[src/rtl/spi_pkg.sv]
// Shared types and constants for the parametrised SPI slave front-end.
// The receive word carries a 2-bit command code above the payload.
package spi_pkg;

    typedef enum logic [2:0] {
        ST_IDLE,
        ST_CHK_CMD,
        ST_WRITE,
        ST_READ_ADD,
        ST_READ_DATA,
        ST_WAIT_TX,
        ST_SEND,
        ST_DONE
    } state_e;

    localparam logic [1:0] CMD_WR_ADDR = 2'b00;
    localparam logic [1:0] CMD_WR_DATA = 2'b01;
    localparam logic [1:0] CMD_RD_ADDR = 2'b10;
    localparam logic [1:0] CMD_RD_DATA = 2'b11;

    function automatic int rx_w(input int data_w);
        return data_w + 2;
    endfunction

endpackage

[src/rtl/spi_slave_param_if.sv]
// SPI pins, RAM-side receive/transmit signals and FSM debug taps for spi_slave_param.
// tx_valid is a level qualifier with no ready: it is only looked at in WAIT_TX, and the word is taken on that edge.
interface spi_slave_param_if
    import spi_pkg::*;
#(
    parameter int DATA_W = 8
) ();
    localparam int RX_W = rx_w(DATA_W);

    logic              SS_n;
    logic              MOSI;
    logic [DATA_W-1:0] tx_data;
    logic              tx_valid;
    logic              MISO;
    logic [RX_W-1:0]   rx_data;
    logic              rx_valid;
    logic              frame_err;
    logic              busy;
    state_e            dbg_state;
    logic              dbg_rd_addr_seen;

    modport slave (
        input  SS_n, MOSI, tx_data, tx_valid,
        output MISO, rx_data, rx_valid, frame_err, busy, dbg_state, dbg_rd_addr_seen
    );

    modport master (
        output SS_n, MOSI, tx_data, tx_valid,
        input  MISO, rx_data, rx_valid, frame_err, busy, dbg_state, dbg_rd_addr_seen
    );

endinterface

[src/rtl/spi_shift_reg.sv]
// Shift register with parallel load, shifting in the configured bit order.
// The serial output is always the bit that leaves first.
module spi_shift_reg #(
    parameter int WIDTH     = 8,
    parameter bit MSB_FIRST = 1'b1
) (
    input  logic             clk,
    input  logic             rst_n,
    input  logic             load_i,
    input  logic             shift_en_i,
    input  logic             sin_i,
    input  logic [WIDTH-1:0] pin_i,
    output logic             sout_o,
    output logic [WIDTH-1:0] pout_o
);
    logic [WIDTH-1:0] data_q;
    logic [WIDTH-1:0] data_d;

    always_comb begin
        data_d = data_q;
        if (load_i) begin
            data_d = pin_i;
        end else if (shift_en_i) begin
            data_d = MSB_FIRST ? {data_q[WIDTH-2:0], sin_i} : {sin_i, data_q[WIDTH-1:1]};
        end
    end

    always_ff @(posedge clk) begin
        if (!rst_n) begin
            data_q <= '0;
        end else begin
            data_q <= data_d;
        end
    end

    assign sout_o = MSB_FIRST ? data_q[WIDTH-1] : data_q[0];
    assign pout_o = data_q;

endmodule

[src/rtl/spi_slave_param.sv]
// SPI slave front-end: deserialises command+payload frames from MOSI and
// serialises RAM read data on MISO after a tx_valid handshake.
module spi_slave_param
    import spi_pkg::*;
#(
    parameter int DATA_W    = 8,
    parameter bit MSB_FIRST = 1'b1,
    parameter bit MISO_IDLE = 1'b0
) (
    input  logic             clk,
    input  logic             rst_n,
    spi_slave_param_if.slave bus
);
    localparam int RX_W  = rx_w(DATA_W);
    localparam int CNT_W = $clog2(RX_W + 1);

    state_e             state_q;
    logic [CNT_W-1:0]   cnt_q;
    logic               rd_addr_seen_q;
    logic               miso_q;
    logic               rx_valid_q;
    logic               frame_err_q;
    logic               busy_q;

    logic               abort;
    logic               in_shift;
    logic               rx_load;
    logic               rx_shift;
    logic               tx_load;
    logic               tx_shift;
    logic               tx_head;
    logic [DATA_W-1:0]  tx_pin;
    logic               tx_sout;
    logic [RX_W-1:0]    rx_word;
    logic               rx_sout_unused;
    logic [DATA_W-1:0]  tx_pout_unused;

    // Any SS_n rise outside IDLE/DONE kills the frame, and wins over a last bit on the same edge.
    always_comb begin
        in_shift = (state_q == ST_WRITE) || (state_q == ST_READ_ADD) || (state_q == ST_READ_DATA);
        abort    = bus.SS_n && (state_q != ST_IDLE) && (state_q != ST_DONE);
        rx_load  = abort || (state_q == ST_CHK_CMD);
        rx_shift = in_shift && !bus.SS_n;
        tx_load  = abort || ((state_q == ST_WAIT_TX) && bus.tx_valid);
        tx_shift = (state_q == ST_SEND) && !bus.SS_n;
        tx_head  = MSB_FIRST ? bus.tx_data[DATA_W-1] : bus.tx_data[0];
        tx_pin   = '0;
        if (!abort) begin
            // The head bit goes straight to MISO, so the register holds the rest.
            tx_pin = MSB_FIRST ? {bus.tx_data[DATA_W-2:0], 1'b0} : {1'b0, bus.tx_data[DATA_W-1:1]};
        end
    end

    spi_shift_reg #(.WIDTH(RX_W), .MSB_FIRST(MSB_FIRST)) u_rx_sr (
        .clk        (clk),
        .rst_n      (rst_n),
        .load_i     (rx_load),
        .shift_en_i (rx_shift),
        .sin_i      (bus.MOSI),
        .pin_i      ('0),
        .sout_o     (rx_sout_unused),
        .pout_o     (rx_word)
    );

    spi_shift_reg #(.WIDTH(DATA_W), .MSB_FIRST(MSB_FIRST)) u_tx_sr (
        .clk        (clk),
        .rst_n      (rst_n),
        .load_i     (tx_load),
        .shift_en_i (tx_shift),
        .sin_i      (1'b0),
        .pin_i      (tx_pin),
        .sout_o     (tx_sout),
        .pout_o     (tx_pout_unused)
    );

    always_ff @(posedge clk) begin
        if (!rst_n) begin
            state_q        <= ST_IDLE;
            cnt_q          <= '0;
            rd_addr_seen_q <= 1'b0;
            miso_q         <= MISO_IDLE;
            rx_valid_q     <= 1'b0;
            frame_err_q    <= 1'b0;
            busy_q         <= 1'b0;
        end else begin
            rx_valid_q  <= 1'b0;
            frame_err_q <= 1'b0;
            if (abort) begin
                state_q     <= ST_IDLE;
                busy_q      <= 1'b0;
                cnt_q       <= '0;
                miso_q      <= MISO_IDLE;
                frame_err_q <= 1'b1;
            end else begin
                case (state_q)
                    ST_IDLE: begin
                        if (!bus.SS_n) begin
                            state_q <= ST_CHK_CMD;
                            busy_q  <= 1'b1;
                            cnt_q   <= '0;
                        end
                    end
                    ST_CHK_CMD: begin
                        cnt_q <= '0;
                        if (!bus.MOSI)           state_q <= ST_WRITE;
                        else if (!rd_addr_seen_q) state_q <= ST_READ_ADD;
                        else                     state_q <= ST_READ_DATA;
                    end
                    ST_WRITE, ST_READ_ADD, ST_READ_DATA: begin
                        if (cnt_q == CNT_W'(RX_W - 1)) begin
                            cnt_q      <= '0;
                            rx_valid_q <= 1'b1;
                            if (state_q == ST_READ_DATA) begin
                                state_q <= ST_WAIT_TX;
                            end else begin
                                state_q <= ST_DONE;
                                if (state_q == ST_READ_ADD) rd_addr_seen_q <= 1'b1;
                            end
                        end else begin
                            cnt_q <= cnt_q + CNT_W'(1);
                        end
                    end
                    ST_WAIT_TX: begin
                        if (bus.tx_valid) begin
                            miso_q  <= tx_head;
                            cnt_q   <= '0;
                            state_q <= ST_SEND;
                        end
                    end
                    ST_SEND: begin
                        if (cnt_q == CNT_W'(DATA_W - 1)) begin
                            miso_q         <= MISO_IDLE;
                            rd_addr_seen_q <= 1'b0;
                            cnt_q          <= '0;
                            state_q        <= ST_DONE;
                        end else begin
                            miso_q <= tx_sout;
                            cnt_q  <= cnt_q + CNT_W'(1);
                        end
                    end
                    ST_DONE: begin
                        if (bus.SS_n) begin
                            state_q <= ST_IDLE;
                            busy_q  <= 1'b0;
                        end
                    end
                    default: begin
                        state_q <= ST_IDLE;
                        busy_q  <= 1'b0;
                    end
                endcase
            end
        end
    end

    assign bus.MISO             = miso_q;
    assign bus.rx_data          = rx_word;
    assign bus.rx_valid         = rx_valid_q;
    assign bus.frame_err        = frame_err_q;
    assign bus.busy             = busy_q;
    assign bus.dbg_state        = state_q;
    assign bus.dbg_rd_addr_seen = rd_addr_seen_q;

endmodule

[src/flat_wrapper.sv]
// flat-port wrapper written by rule: the top's interface ports become plain ports
module spi_slave_param_flat import spi_pkg::*;
#(
    parameter int DATA_W    = 8,
    parameter bit MSB_FIRST = 1'b1,
    parameter bit MISO_IDLE = 1'b0
)
  (clk, rst_n, bus_SS_n, bus_MOSI, bus_tx_data, bus_tx_valid, bus_MISO, bus_rx_data, bus_rx_valid, bus_frame_err, bus_busy, bus_dbg_state, bus_dbg_rd_addr_seen);
  spi_slave_param_if #(.DATA_W(DATA_W)) bus_i ();
  input  logic clk;
  input  logic rst_n;
  input wire logic [$bits(bus_i.SS_n)-1:0] bus_SS_n;
  input wire logic [$bits(bus_i.MOSI)-1:0] bus_MOSI;
  input wire logic [$bits(bus_i.tx_data)-1:0] bus_tx_data;
  input wire logic [$bits(bus_i.tx_valid)-1:0] bus_tx_valid;
  output wire logic [$bits(bus_i.MISO)-1:0] bus_MISO;
  output wire logic [$bits(bus_i.rx_data)-1:0] bus_rx_data;
  output wire logic [$bits(bus_i.rx_valid)-1:0] bus_rx_valid;
  output wire logic [$bits(bus_i.frame_err)-1:0] bus_frame_err;
  output wire logic [$bits(bus_i.busy)-1:0] bus_busy;
  output wire logic [$bits(bus_i.dbg_state)-1:0] bus_dbg_state;
  output wire logic [$bits(bus_i.dbg_rd_addr_seen)-1:0] bus_dbg_rd_addr_seen;
  assign bus_i.SS_n = bus_SS_n;
  assign bus_i.MOSI = bus_MOSI;
  assign bus_i.tx_data = bus_tx_data;
  assign bus_i.tx_valid = bus_tx_valid;
  assign bus_MISO = bus_i.MISO;
  assign bus_rx_data = bus_i.rx_data;
  assign bus_rx_valid = bus_i.rx_valid;
  assign bus_frame_err = bus_i.frame_err;
  assign bus_busy = bus_i.busy;
  assign bus_dbg_state = bus_i.dbg_state;
  assign bus_dbg_rd_addr_seen = bus_i.dbg_rd_addr_seen;
  spi_slave_param #(.DATA_W(DATA_W), .MSB_FIRST(MSB_FIRST), .MISO_IDLE(MISO_IDLE)) u_core (.clk(clk), .rst_n(rst_n), .bus(bus_i));
endmodule
[config.mk]
export PLATFORM = sky130hd
export DESIGN_NAME = spi_slave_param_flat
export DESIGN_NICKNAME = d
export VERILOG_FILES = /design/src/rtl/spi_pkg.sv /design/src/rtl/spi_slave_param_if.sv /design/src/rtl/spi_shift_reg.sv /design/src/rtl/spi_slave_param.sv /design/src/flat_wrapper.sv
export SDC_FILE = /design/constraint.sdc
export NUM_CORES = 1
export LEC_CHECK = 0
export CORE_UTILIZATION = 40
export CTS_CLUSTER_SIZE = 10
export DETAILED_ROUTE_END_ITERATION = 6
export PLACE_DENSITY = 0.63
export SYNTH_ARGS = -nofsm -noshare
export SYNTH_HDL_FRONTEND = slang
export SYNTH_SLANG_ARGS = --single-unit
export TNS_END_PERCENT = 50
[constraint.sdc]
create_clock -name clk -period 3.73 [get_ports clk]
set_input_delay 0.373 -clock clk [delete_from_list [all_inputs] [get_ports clk]]
set_output_delay 0.373 -clock clk [all_outputs]
set_load 0.02 [all_outputs]
# After elaboration in Yosys (flattened, before gate mapping)
# Index checks and enable logic that the tools add are counted.
# Widths: inputs -> output; s select.
# totals
inputBits	13
reg_bits	30
word_cells	86
# classes
add_sub_neg	1
bitwise_logic	3
n_reduce_logical	26
muxes	30
eq_ne	17
# op_table
op	count
$mux 8	3
$mux 3	7
$pmux 4 s5	1
$pmux 3 s6	1
$mux 4	4
$eq 3x3->1 const B	4
$mux 1	10
$ne 2x2->1 const B	5
$reduce_bool 2->1	4
$eq 3x2->1 const B	2
$pmux 1 s2	3
$reduce_and 3->1	2
$reduce_and 6->1	1
$reduce_or 3->1	2
$logic_and 1x1->1	5
$reduce_and 5->1	1
$reduce_bool 5->1	1
$add 4x1->4 const B	1
$eq 4x3->1 const B	1
$eq 4x4->1 const B	1
$logic_or 1x1->1	4
$ne 2x1->1 const B	2
$reduce_or 2->1	2
$eq 3x1->1 const B	1
7 further kinds	9

# Longest topological paths before layout
# Gate-level depths: netlist of run 1.
# depth
depth_word	5
ltp_mapped	6
depth_no_buf	6

# Cells and area by module
# Synthesis of run 1 repeated with hierarchy kept, for this count alone.
# unflattened
hier_cells	196
area_unflattened_um2	1898.1
# by_module_without_submodules
mod	instances	cells_each	seq_area_each_um2	area_per_inst_um2
spi_slave_param	1	115	240.2	904.6
spi_shift_reg at u_core.u_rx_sr	1	45	200.2	545.5
spi_shift_reg at u_core.u_tx_sr	1	36	160.2	447.9

# Worst setup path after synthesis of run 1
# OpenSTA, ideal clock, no wires.
# synth_timing
kind	flip-flop to flip-flop
startpoint	register u_core.state_q[2] (netlist: u_core.bus.dbg_state[2])
endpoint	register u_core.u_rx_sr.data_q[1] (netlist: u_core.u_rx_sr.pout_o[1])
arrival_ns	1.574
required_ns	3.599
n_path_buf	2
setup_time_ns	0.131
stages_incl_launch_ff	7
slack_ns	2.025
period_less_slack_ns	1.705
path_cell_list	dfxtp_1 buf_4 or3b_4 a21oi_2 buf_6 mux2i_1 nor2_1
# synth_via
elab_chain_cells	5
word_cells_on_any_way	13
# synth_rtl
item	line	rtl
start: declaration	spi_slave_param.sv:17	state_e state_q;
start signal: assignment	spi_slave_param.sv:78	state_q <= ST_IDLE;
start signal: assignment	spi_slave_param.sv:89	state_q <= ST_IDLE;
start signal: assignment	spi_slave_param.sv:98	state_q <= ST_CHK_CMD;
$reduce_bool 3->1	spi_slave_param.sv:41	abort = bus.SS_n && (state_q != ST_IDLE) && (state_q != ST_DONE);
$logic_and 1x1->1 (2 in series)	spi_slave_param.sv:41	
$logic_or 1x1->1	spi_slave_param.sv:42	rx_load = abort || (state_q == ST_CHK_CMD);
$reduce_or 2->1 (no line)	-	
end signal: assignment	spi_shift_reg.sv:32	data_q <= data_d;
end: declaration	spi_shift_reg.sv:16	logic [WIDTH-1:0] data_q;
# Parallel ways exist; a longest one is shown, timed or not.
# A chain may end at the register's enable or synchronous reset.

# Worst setup path after layout of run 1
# layout_timing
startpoint	register u_core.state_q[2] (netlist: u_core.bus.dbg_state[2])
endpoint	register u_core.u_rx_sr.data_q[6] (netlist: u_core.u_rx_sr.pout_o[6])
# Same word-level chain as after synthesis.

==> results of run 1 <==
## synthesized netlist by cell type, types with 4 or more instances
master	count	area (um^2)
sky130_fd_sc_hd__nor2b_1	8	50.05
sky130_fd_sc_hd__nand2b_1	4	25.02
sky130_fd_sc_hd__dfxtp_1	29	580.6
sky130_fd_sc_hd__inv_1	6	22.52
sky130_fd_sc_hd__o21a_1	5	37.54
sky130_fd_sc_hd__a21oi_1	13	65.06
sky130_fd_sc_hd__a221oi_1	7	61.31
sky130_fd_sc_hd__clkbuf_1	4	15.01
sky130_fd_sc_hd__mux2i_1	10	100.1
sky130_fd_sc_hd__nor2_1	15	56.30
sky130_fd_sc_hd__o21ai_0	8	40.04
sky130_fd_sc_hd__nand2_1	11	41.29
sky130_fd_sc_hd__nor3b_1	8	60.06
## power by group through the flow
stage,combinational (uW),clock [uW],sequential [uW]
after detailed placement,187,0,374
after CTS,189,340,367
after global placement,182,0,372
after global routing,206,351,371
after floorplan,145,0,362
final,188,332,367
## layer usage
layer / GRT usage / part of all wire / vias to the layer above
li1: - / - / 701
met1: 0.2363 / 0.48 / 678
met2: 0.3053 / 0.49 / 19
met3: 0.04577 / 0.027 / 5
met4: 0.06667 / 0.011 / 0
met5: 0 / 0 / -
## worst max-delay path, delay by kind of cell (launching register included)
family | cells | cell delay [ns]
mux | 1 | 0.28
compound gates | 1 | 0.59
simple gates | 2 | 0.54
flops | 1 | 0.79
## per-stage QoR
| stage | power, uW | worst slack, ns | util | cell area, um^2 | hold slack, ns |
|---|---|---|---|---|---|
| 2_1_floorplan | 506.8 | 2.025 | - | 1567 | 0.4591 |
| 5_1_grt | 928.2 | 1.249 | 0.5306 | 1972 | 0.5390 |
| 3_3_place_gp | 554.5 | 1.457 | 0.4993 | 1856 | 0.4747 |
| 6_report | 887.1 | 1.399 | 0.5306 | 1972 | 0.4930 |
| 3_5_place_dp | 561.2 | 1.404 | 0.4993 | 1856 | 0.4819 |
| 4_1_cts | 895.4 | 1.385 | 0.5306 | 1972 | 0.4947 |
## cells in the final DEF, fill, tap and decap left out, types with 4 or more instances in the layout
master and n:
sky130_fd_sc_hd__clkdlybuf4s50_1 30, sky130_fd_sc_hd__dfxtp_1 29, sky130_fd_sc_hd__nor2_1 15, sky130_fd_sc_hd__a21oi_1 13, sky130_fd_sc_hd__nand2_1 11, sky130_fd_sc_hd__mux2i_1 10, sky130_fd_sc_hd__nor3b_1 8, sky130_fd_sc_hd__nor2b_1 8
sky130_fd_sc_hd__o21ai_0 8, sky130_fd_sc_hd__a221oi_1 7, sky130_fd_sc_hd__inv_1 6, sky130_fd_sc_hd__clkbuf_8 6, sky130_fd_sc_hd__o21a_1 5, sky130_fd_sc_hd__nand2b_1 4
## logic make-up after synthesis
kind of cell	Yosys count
AOI/OAI and AO/OA	57
and+or+nand+nor	59
DFF	29
buffers and inverters	19
muxes	10
adders and majority gates	3
## sequential cells by signal, summed over array words and instances (netlist names)
signal / count
u_core.bus.frame_err: 1
u_core.bus.busy: 1
u_core.bus.dbg_state: 3
u_core.bus.rx_valid: 1
u_core.bus.dbg_rd_addr_seen: 1
u_core.u_rx_sr.pout_o: 10
u_core.cnt_q: 4
u_core.u_tx_sr.pout_o: 7
u_core.bus.MISO: 1
## final timing paths
check | start | end
worst max-delay path | u_core.bus.dbg_state[2]$_SDFFE_PP0P_ | u_core.u_rx_sr.pout_o[6]$_SDFFE_PP0P_
worst min register to register | u_core.cnt_q[1]$_SDFFE_PP0P_ | u_core.cnt_q[1]$_SDFFE_PP0P_
worst max register to register | u_core.bus.dbg_state[2]$_SDFFE_PP0P_ | u_core.u_rx_sr.pout_o[6]$_SDFFE_PP0P_
worst min-delay path | u_core.cnt_q[1]$_SDFFE_PP0P_ | u_core.cnt_q[1]$_SDFFE_PP0P_
## cell type report
cell class / count / area share
tap: 48 / 0.03046
inverter: 7 / 0.01332
clock inverter: 1 / 0.01523
multi-input combinational: 129 / 0.4505
timing repair buffer: 30 / 0.1523
sequential: 29 / 0.2944
clock buffer: 7 / 0.04378
==> implementation parameters, run 1 <==
Parameter                              Value

Logic synthesis
  Number of enable flip-flop cells after synthesis ... 0
  Sequential fraction of the synthesis area ... 0.3706
  Main flop type after synthesis ... sky130_fd_sc_hd__dfxtp_1
  Flip-flop and latch count after synthesis ... 29
  Post-Synthesis Mean Instance Area ... between 8 and 9 um^2
  XOR/XNOR Fraction of Synth Area ... 0
  Cells after synthesis ... ~180
  Adder-cell share of the synthesized area ... 0.02236
  Total nets after synthesis ... ~190
  Number of different library cells in the post-synthesis netlist ... 48
  Mux share of post-synthesis cell area ... 0.06390
  Syn. warnings ... 0
  Share of synthesized registers carrying an async set or reset ... 0
  Compound-cell area share of the yosys netlist ... 0.2732
  Post-Synth Simple-Gate Area ... 0.2077
  Dominant combinational cell family by area after synthesis ... compound AO/OA/AOI/OAI gates
  Netlist area before placement ... ~1600 um^2

Drt
  Number of vias after detailed routing ... 1403
  Routed via count divided by cell count ... roughly 5.6
  Detail Route Antenna Nets ... 0
  Total length of routed wires ... 3597 um
  Violation count after the first detailed-routing iteration ... 68
  First-pass iteration count of the detailed router ... 4
  DRC viols ... 0
  Average routed wire per standard cell ... about 14 um

Timing
  Max-slew violation total from the final report ... 0
  Count of endpoints failing hold in the final timing report ... 0
  Aggregate negative setup slack ... 0 ns
  RSZ-0062 raised after global routing ... false
  Clock tree skew after final layout ... roughly 0.0050 ns
  Clock period minus worst slack ... approximately 2.3 ns
  Slew headroom ... 0.4169
  Least-Margin Pin Slew ... approximately 0.87 ns
  Setup-failing EPs final ... 0
  Share of the clock period used by the worst path after layout ... 0.6250
  Fmax achieved ... 429.0 MHz

Placed design
  Count of placed standard cells including taps ... between 200 and 250
  Number of I/O port buffers ... 30
  Final Wtd Congestion ... roughly 0.83
  Sum of net half-perimeters after detailed placement ... roughly 2600 um

Setup path
  Max FO, Critical Path ... 21
  Critical Path Sink Type ... flop
  Crit-path max cell delay ... around 0.8 ns
  Sort of element at the start of the critical path ... flop
  CP max-delay cell ... sky130_fd_sc_hd__dfxtp_1
  Type of the worst setup path ... flop to flop
  Data arrival, critical path ... between 2 and 2.5 ns
  Crit path cell chain ... or3b_4 -> a21oi_2 -> mux2i_1 -> nor2_1
  Register-to-register setup slack ... about 1.4 ns
  R2r worst-path depth ... 4
  Required time of the critical path ... around 3.9 ns

Finish
  Proportion of layout cells with a drive suffix above 1 ... 0.06897
  Antenna Diode Count ... 0
  Register area ... roughly 580 um^2
  Combined area of the multi-input logic cells ... between 800 and 900 um^2
  Count of placed standard cells in the final layout, fillers left out ... roughly 250
  Area grow syn2layout ... 25.88%
  Total Nets Final ... 217
  Total of fill cells in the finished design ... 358

Flow run
  Max-cap violations ... 0

Clock tree
  Total clock buffers created by CTS ... 5
  Clk Tree Root Cell ... sky130_fd_sc_hd__clkbuf_8
  Clock tree buffer depth ... 2
  Post-CTS Resized ... 0
  Clock tree from TritonCTS ... done
  Number of clock sinks ... 29
  H-tree depth ... 2
  Number of buffers inserted for hold repair after clock tree synthesis ... 0
  Clock latency of the later-clocked register in the worst-skew pair ... roughly 0.28 ns
  Number of buffers inserted by post-CTS setup repair ... 0
  Clock-pin slew reported for the worst setup and hold paths after clock tree synthesis ... about 0.060 ns

Power and ir drop
  Switching part of the total power ... 0.2864
  Combinational fraction of design power ... 0.212
  Switching power total ... between 200 and 300 uW
  Areal power density over the cells ... about 450 nW/um^2
  Worst supply voltage drop on vdd ... 0.2481 mV
  Share of total power in sequential cells ... 0.414
  Clock network fraction of design power ... 0.374
  Internal power ... approximately 630 uW
  Total leakage power ... about 0.00065 uW

GRT
  Global route total overflow ... 0
  Number of global-route vias before repair ... 1311
  Antenna violations before repair ... 0
  First-pass GRT wire length ... 6058 um
  Maximum number of pins on one net before global-route repair ... 26
  Overall fraction of global-route tracks in use ... 0.1865

Die
  Overall die area ... about 4200 um^2
  Boundary pin count ... 31
  Y dimension of the die ... ~65 um
  Die Span X ... 64.58 um
  Row count ... 22
  Core region area ... approximately 3700 um^2
  Starting density of the core ... 0.4215

Hold path
  Worst hold path cell count ... 2
  Class of the tightest hold or removal check ... flop to flop

Outcome
  Result of the run ... finished, final reports clean
(Power assumes the default switching activity.)
==> run 2: changes to the inputs <==
Clock period 3.73 ns to 2.2 ns, I/O delays scaled along.
==> implementation parameters, run 2 (same netlist as run 1, synthesis figures left out) <==
Parameter                              Value

Outcome
  Result of the run ... finished, final reports clean

Timing
  Least-Margin Pin Slew ... 0.6693 ns (-0.2041 ns)
  Final worst setup slack ... 0.1962 ns (-1.203 ns)
  Share of the clock period used by the worst path after layout ... 0.9108 (+0.2859)
  Clock tree skew after final layout ... 0.005616 ns (+0.0005804 ns)
  Fmax achieved ... 499.0 MHz (+16%)
  Clock period minus worst slack ... 2.004 ns (-0.3272 ns)
  Count of endpoints failing hold in the final timing report ... 0 (unchanged)
  Aggregate negative setup slack ... 0 ns (unchanged)
  Max-slew violation total from the final report ... 0 (unchanged)
  Slew headroom ... 0.5532 (+0.1363)
  RSZ-0062 raised after global routing ... false
  Setup-failing EPs final ... 0 (unchanged)

Die
  Boundary pin count ... 31 (unchanged)
  Row count ... 22 (unchanged)
  Y dimension of the die ... 64.58 um (unchanged)
  Core region area ... 3716 um^2 (unchanged)
  Die Span X ... 64.58 um (unchanged)
  Overall die area ... 4171 um^2 (unchanged)
  Starting density of the core ... 0.4215 (unchanged)

Setup path
  Max FO, Critical Path ... 18 (-14%)
  Startpoint of the worst register-to-register path ... u_core.bus.dbg_state[0]$_SDFFE_PP0P_
  Crit-path max cell delay ... 0.75 ns (-0.04 ns)
  Crit path cell chain ... buf_4 -> a21o_1 -> o211ai_1 -> a221oi_1 -> nor3b_1
  Data arrival, critical path ... 2.16 ns (-0.32 ns)
  Required time of the critical path ... 2.36 ns (-1.52 ns)
  Sort of element at the start of the critical path ... flop
  CP max-delay cell ... sky130_fd_sc_hd__dfxtp_1
  Type of the worst setup path ... flop to flop
  Launching element of the worst setup path ... u_core.bus.dbg_state[0]$_SDFFE_PP0P_
  Critical Path Sink Type ... flop

Finish
  Proportion of layout cells with a drive suffix above 1 ... 0.1043 (+0.03530)
  Commonest non-fill, non-tap cell in the layout ... sky130_fd_sc_hd__clkdlybuf4s50_1
  Area grow syn2layout ... 29.71%
  Max reg flops ... 10 (unchanged)
  Total Nets Final ... 225 (+3.7%)
  Antenna Diode Count ... 0 (unchanged)
  Most frequent cells in the layout ... 30 x sky130_fd_sc_hd__clkdlybuf4s50_1, 29 x sky130_fd_sc_hd__dfxtp_1, 15 x sky130_fd_sc_hd__nor2_1

Drt
  Total length of routed met3 wires ... 127 um (+31%)
  Total length of routed wires ... 3527 um (-1.9%)
  First-pass iteration count of the detailed router ... 4 (unchanged)
  Routed via count divided by cell count ... 5.417 (-3.1%)
  Detail Route Antenna Nets ... 0 (unchanged)
  Routed met2 length ... 1674 um (-4.3%)
  Number of vias after detailed routing ... 1403 (unchanged)
  Average routed wire per standard cell ... 13.62 um (-5.0%)
  Top metal layer carrying routed signals ... met4
  Violation count after the first detailed-routing iteration ... 101 (+49%)
  DRC viols ... 0 (unchanged)
  Post-route met1 wirelength ... 1681 um (-1.6%)

Clock tree
  Clock-pin slew reported for the worst setup and hold paths after clock tree synthesis ... 0.07 ns (about the same)
  Number of buffers inserted for hold repair after clock tree synthesis ... 0 (unchanged)
  Clk Tree Root Cell ... sky130_fd_sc_hd__clkbuf_8
  H-tree depth ... 2 (unchanged)
  Clock tree from TritonCTS ... done
  Number of clock sinks ... 29 (unchanged)
  Number of buffers inserted by post-CTS setup repair ... 0 (unchanged)
  Clock tree buffer depth ... 2 (unchanged)
  Post-CTS Resized ... 0 (unchanged)
  Clock latency of the later-clocked register in the worst-skew pair ... 0.28 ns (about the same)
  Total clock buffers created by CTS ... 5 (unchanged)

Hold path
  Hold path startpoint ... u_core.u_rx_sr.pout_o[9]$_SDFFE_PP0P_
  Class of the tightest hold or removal check ... flop to flop

GRT
  Number of global-route vias before repair ... 1352 (+3.1%)
  Antenna violations before repair ... 0 (unchanged)
  Maximum number of pins on one net before global-route repair ... 19 (-27%)
  First-pass GRT wire length ... 6065 um (+0.12%)
  Global route total overflow ... 0 (unchanged)
  Overall fraction of global-route tracks in use ... 0.1877 (+0.001185)

Placed design
  Number of I/O port buffers ... 30 (unchanged)
  Sum of net half-perimeters after detailed placement ... 2588 um (+1.1%)
  Final Wtd Congestion ... 0.7836 (-5.2%)
  Setup WS pre-CTS ... 0.1499 ns (-1.254 ns)

Power and ir drop
  Worst supply voltage drop on vdd ... 0.4321 mV (+74%)
  Total leakage power ... 0.0006864 uW (+6.4%)
  Areal power density over the cells ... 752.3 nW/um^2 (+67%)

Flow run
  Max-cap violations ... 0 (unchanged)
run 2: path summary, 6_finish.rpt:
kind,to,slack [ns],cells after the start
setup reg to reg,u_core.u_tx_sr.pout_o[4]$_SDFFE_PN0P_,0.20,5
hold / removal,u_core.u_rx_sr.pout_o[9]$_SDFFE_PP0P_,0.50,2
hold reg to reg,u_core.u_rx_sr.pout_o[9]$_SDFFE_PP0P_,0.50,2
setup / recovery,u_core.u_tx_sr.pout_o[4]$_SDFFE_PN0P_,0.20,5
run 2: where the power goes:
part	switching [uW]	leakage (uW)	internal [uW]	total, uW
clock	201	0.0000585	369	569
combinational	193	0.000393	160	353
sequential	45.6	0.000235	561	606
run 2: cell type report:
type,instances,area [um^2]
clock buffer,7,86.33
clock inverter,1,30.03
fill,345,1684
inverter,7,26.28
multi-input combinational,129,888.4
sequential,29,580.6
tap,48,60.06
timing repair buffer,38,360.3
run 2: metrics by stage:
step	hold WS [ns]	cell area [um^2]	total power, uW	utilization	instances
3_5_place_dp	0.4833	1916	969.0	0.5155	251
2_1_floorplan	0.3672	1567	859.3	-	177
3_3_place_gp	0.4750	1916	960.1	0.5155	251
4_1_cts	0.5000	2032	1544	0.5468	259
5_1_grt	0.5303	2032	1604	0.5468	259
6_report	0.4959	2032	1529	0.5468	259
run 2: critical path: cells and delay by family (launching register included):
family / cells / cell delay (ns)
buffers and inverters: 1 / 0.28
AO/OA/AOI/OAI: 3 / 0.76
AND/OR/NAND/NOR: 1 / 0.09
flip-flops: 1 / 0.75
run 2: layer usage:
metal / global-route usage / vias up
met3: 0.04577 / 8
met4: 0.08056 / 0
met5: 0 / -
li1: - / 719
met1: 0.2376 / 643
met2: 0.3013 / 33
==> edit 1 (flow settings as in run 2) <==
`MSB_FIRST` is set to 1'b1 in 3 places; all go to 1'b0.
--- a/src/rtl/spi_shift_reg.sv
+++ b/src/rtl/spi_shift_reg.sv
@@ -2,7 +2,7 @@
 // The serial output is always the bit that leaves first.
 module spi_shift_reg #(
     parameter int WIDTH     = 8,
-    parameter bit MSB_FIRST = 1'b1
+    parameter bit MSB_FIRST = 1'b0
 ) (
     input  logic             clk,
     input  logic             rst_n,
--- a/src/rtl/spi_slave_param.sv
+++ b/src/rtl/spi_slave_param.sv
@@ -4,7 +4,7 @@
     import spi_pkg::*;
 #(
     parameter int DATA_W    = 8,
-    parameter bit MSB_FIRST = 1'b1,
+    parameter bit MSB_FIRST = 1'b0,
     parameter bit MISO_IDLE = 1'b0
 ) (
     input  logic             clk,
--- a/src/flat_wrapper.sv
+++ b/src/flat_wrapper.sv
@@ -2,7 +2,7 @@
 module spi_slave_param_flat import spi_pkg::*;
 #(
     parameter int DATA_W    = 8,
-    parameter bit MSB_FIRST = 1'b1,
+    parameter bit MSB_FIRST = 1'b0,
     parameter bit MISO_IDLE = 1'b0
 )
   (clk, rst_n, bus_SS_n, bus_MOSI, bus_tx_data, bus_tx_valid, bus_MISO, bus_rx_data, bus_rx_valid, bus_frame_err, bus_busy, bus_dbg_state, bus_dbg_rd_addr_seen);
Function: changed (Yosys sat finds a counterexample within 4 cycles, from zero or initial values and one cycle with rst_n low).
==> edit 1 against run 2 <==
Setup slack worse by 100 ps. Clock skew is 3.1 ps lower. Cell area is 1.3% lower. Synthesized area hardly changed. Sequential cell count stayed put. Register-to-register slack better by 90 ps. Critical endpoint is now bus_dbg_state[0]. Critical path type is now register to primary output. Wire length is 2.8% lower.
Power is not compared: it rests on default switching activity, and its combinational part moved more than twofold at a synthesized area within 25%.
==> edit 1: results <==
export IMPL_multi_in_gates=135
export IMPL_synth_compound_area_frac=0.266
export IMPL_r2r_slack_ps=290
export IMPL_grt_resource_usage_total=0.188
export IMPL_critical_path_top_delay_family="flip-flops"
export IMPL_worst_slew_pin_slew_ps=818
export IMPL_dr_pass1_iters=5
export IMPL_first_global_vias=1377
export IMPL_initial_drt_markers=47
export IMPL_grt_pass1_wl_mm=6.03
export IMPL_pin_count_of_the_biggest_net_entering_global_routing=26
export IMPL_hold_path_end="u_core.bus.MISO$_SDFFE_PP0P_"
export IMPL_route_vias_total=1452
export IMPL_drt_wl_total_mm=3.43
export IMPL_buffer_area_frac=0.172
export IMPL_post_synth_xor_area_fraction=0.00560
export IMPL_hold_path_class="register to register"
export IMPL_worstPathMaxFanout=25
export IMPL_post_synth_fa_ha_maj_area_fraction=0.0224
export IMPL_worst_r2r_path_depth=4
export IMPL_crit_arrival_ps=1890
export IMPL_worst_r2r_endpoint="u_core.cnt_q[3]$_SDFFE_PP0P_"
export IMPL_final_signal_inverter_count=6
export IMPL_drive_above_1_share=0.103
export IMPL_post_layout_net_count=228
export IMPL_status="finished, final reports clean"
export IMPL_yosys_top_cells_area="dfxtp_1 37%, mux2i_1 6.4%, a21oi_1 4.8%, nor2_1 3.8%, nor2b_1 3.6%"
export IMPL_place_hpwl_mm=2.49
export IMPL_synth_area_mux_share=0.0639
export IMPL_setup_worst_path_class="register to primary output"
export IMPL_synth_top_cells_by_count="29 x dfxtp_1, 16 x nor2_1, 15 x a21oi_1"
export IMPL_num_fill_cells=334
export IMPL_synth_seq_area_share=0.371
export IMPL_non_filler_cells_final=262
export IMPL_critical_path_max_stage_delay_ps=850
export IMPL_clock_tree_area_fraction=0.0505
export IMPL_clkLatencyLatePin_ps=280
export IMPL_fin_skew_ps=2.49
export IMPL_post_place_cells=254
## edit 1: changes by cell type after synthesis, sizes merged, moves of 2 or more
cell           run 2  this run
a31o               0         2
nor3b              8         0
nor3               4         7
o2111a             2         0
o31ai              2         6
nand3              2         5
nand2             11        13
## edit 1: layer usage
| metal | vias to the layer above | GRT usage | share of wire |
|---|---|---|---|
| met5 | - | 0 | 0 |
| li1 | 722 | - | - |
| met4 | 0 | 0.0833 | 0.018 |
| met3 | 6 | 0.0546 | 0.046 |
| met1 | 686 | 0.207 | 0.44 |
| met2 | 38 | 0.333 | 0.49 |
## edit 1: stage by stage
| step | cell area [um^2] | hold WS [ps] | total power [mW] | worst slack (ps) |
|---|---|---|---|---|
| global placement | 1900 | 475 | 0.749 | 370 |
| global route | 2010 | 528 | 1.28 | 1.72 |
| floorplan | 1570 | 338 | 0.686 | 600 |
| detailed placement | 1900 | 487 | 0.751 | 326 |
| finish | 2010 | 486 | 1.22 | 91.2 |
| CTS | 2010 | 491 | 1.23 | 103 |
==> edit 2 (config.mk and constraints of run 2) <==
Without the edit above. Make the reset (`rst_n`) asynchronous in 2 clocked blocks.
--- a/src/rtl/spi_shift_reg.sv
+++ b/src/rtl/spi_shift_reg.sv
@@ -25,7 +25,7 @@
         end
     end
 
-    always_ff @(posedge clk) begin
+    always_ff @(posedge clk or negedge rst_n) begin
         if (!rst_n) begin
             data_q <= '0;
         end else begin
--- a/src/rtl/spi_slave_param.sv
+++ b/src/rtl/spi_slave_param.sv
@@ -73,7 +73,7 @@
         .pout_o     (tx_pout_unused)
     );
 
-    always_ff @(posedge clk) begin
+    always_ff @(posedge clk or negedge rst_n) begin
         if (!rst_n) begin
             state_q        <= ST_IDLE;
             cnt_q          <= '0;
Formal check against the unedited RTL: differs if rst_n is asserted again (counterexample within 4 cycles, from zero or initial values and one cycle with rst_n low); with rst_n held inactive, the same outputs for 10 cycles.
==> edit 2 against run 2 <==
Cell area is 0.12% lower. Clock skew shrank 2.1 ps. Global-route usage fell by 1.1 points. Power up 1.7%. Core utilization rose by 0.34 points. Sequential cell count stayed put. Synthesized area fell by 1.6%. Combinational power fell by 7.6%. Sequential power is 8.7% higher. Wire length decreased by 5.1%. Cell count fell by 7.3%. Setup slack better by 240 ps. Critical path type unchanged. Largest cell class is now registers. Highest routed layer unchanged.
==> edit 2: results <==
export IMPL_synth_net_count=168
export IMPL_floorplan_die_area_um2=4110
export IMPL_non_clock_buffer_count=41
export IMPL_place_hpwl_mm=2.44
export IMPL_async_flop_share=1.00
export IMPL_nFlopsAndLatches=29
export IMPL_worst_slack_ps=439
export IMPL_register_fraction_of_the_total_cell_area=0.358
export IMPL_critical_path_max_stage_delay_ps=500
export IMPL_multi_input_area_um2=726
export IMPL_drt_wl_total_mm=3.35
export IMPL_worst_r2r_endpoint="u_core.u_tx_sr.pout_o[4]$_DFFE_PN0P_"
export IMPL_final_signal_inverter_count=5
export IMPL_initial_drt_markers=87
export IMPL_hold_path_class="input port to asynchronous set/reset pin"
export IMPL_placement_setup_worst_slack_ps=298
export IMPL_clock_tree_area_fraction=0.0573
export IMPL_pwr_share_comb=0.210
export IMPL_synth_seq_area_share=0.471
export IMPL_timing_slew_headroom=0.596
export IMPL_worstSetupEndpoint="u_core.u_tx_sr.pout_o[4]$_DFFE_PN0P_"
export IMPL_status="finished, final reports clean"
export IMPL_grt_pass1_wl_mm=5.44
export IMPL_yosys_top_cells_area="dfrtp_1 47%, mux2i_1 7.1%, nor2_1 5.6%, a21oi_1 3.6%, a22oi_1 2.4%"
export IMPL_first_global_vias=1222
export IMPL_drive_above_1_share=0.130
export IMPL_rr_startpoint="u_core.bus.dbg_state[1]$_DFFE_PN0P_"
export IMPL_crit_arrival_ps=1960
export IMPL_finalWeightedCongestion=0.856
export IMPL_worst_r2r_path_depth=6
export IMPL_buffer_area_frac=0.189
export IMPL_ys_types=44
export IMPL_crit_path_top_delay_cell="dfrtp_1"
export IMPL_synth_area_mux_share=0.0714
export IMPL_worstPathMaxFanout=12
export IMPL_pin_count_of_the_biggest_net_entering_global_routing=30
export IMPL_num_fill_cells=352
export IMPL_fin_hold_ws_ps=317
export IMPL_synth_top_cells_by_count="29 x dfrtp_1, 23 x nor2_1, 11 x a21oi_1, 11 x mux2i_1, 9 x nand2_1"
==> edit 2: cell types whose count changed after synthesis, moves of 3 or more <==
cell and change:
a221oi_1 -6, a22oi_1 +5, o21a_1 -3, dfxtp_1 -29, o21ai_0 -7, dfrtp_1 +29, nor2b_1 -4, nor2_1 +8
nor3b_1 -8, clkbuf_1 -3
==> edit 2: critical path, delay by kind of cell (launching register included) <==
kind                   cells  cell delay [ps]
AND/OR/NAND/NOR            1               40
buffers and inverters      2              450
flip-flops                 1              500
AO/OA/AOI/OAI              3              680
==> edit 2: layer usage <==
layer / wire length (um) / GRT usage / vias to the layer above
li1: - / - / 629
met1: 1580 / 0.220 / 617
met2: 1590 / 0.282 / 38
met3: 154 / 0.0464 / 2
met4: 24 / 0.0852 / 0
met5: 0 / 0 / -
==> edit 2: per-stage QoR <==
stage               total power, mW  utilization  instances
detailed placement            0.997        0.519        232
CTS                            1.57        0.550        240
global route                   1.63        0.550        240
global placement              0.987        0.519        232
floorplan                     0.867            -        153
finish                         1.55        0.550        240
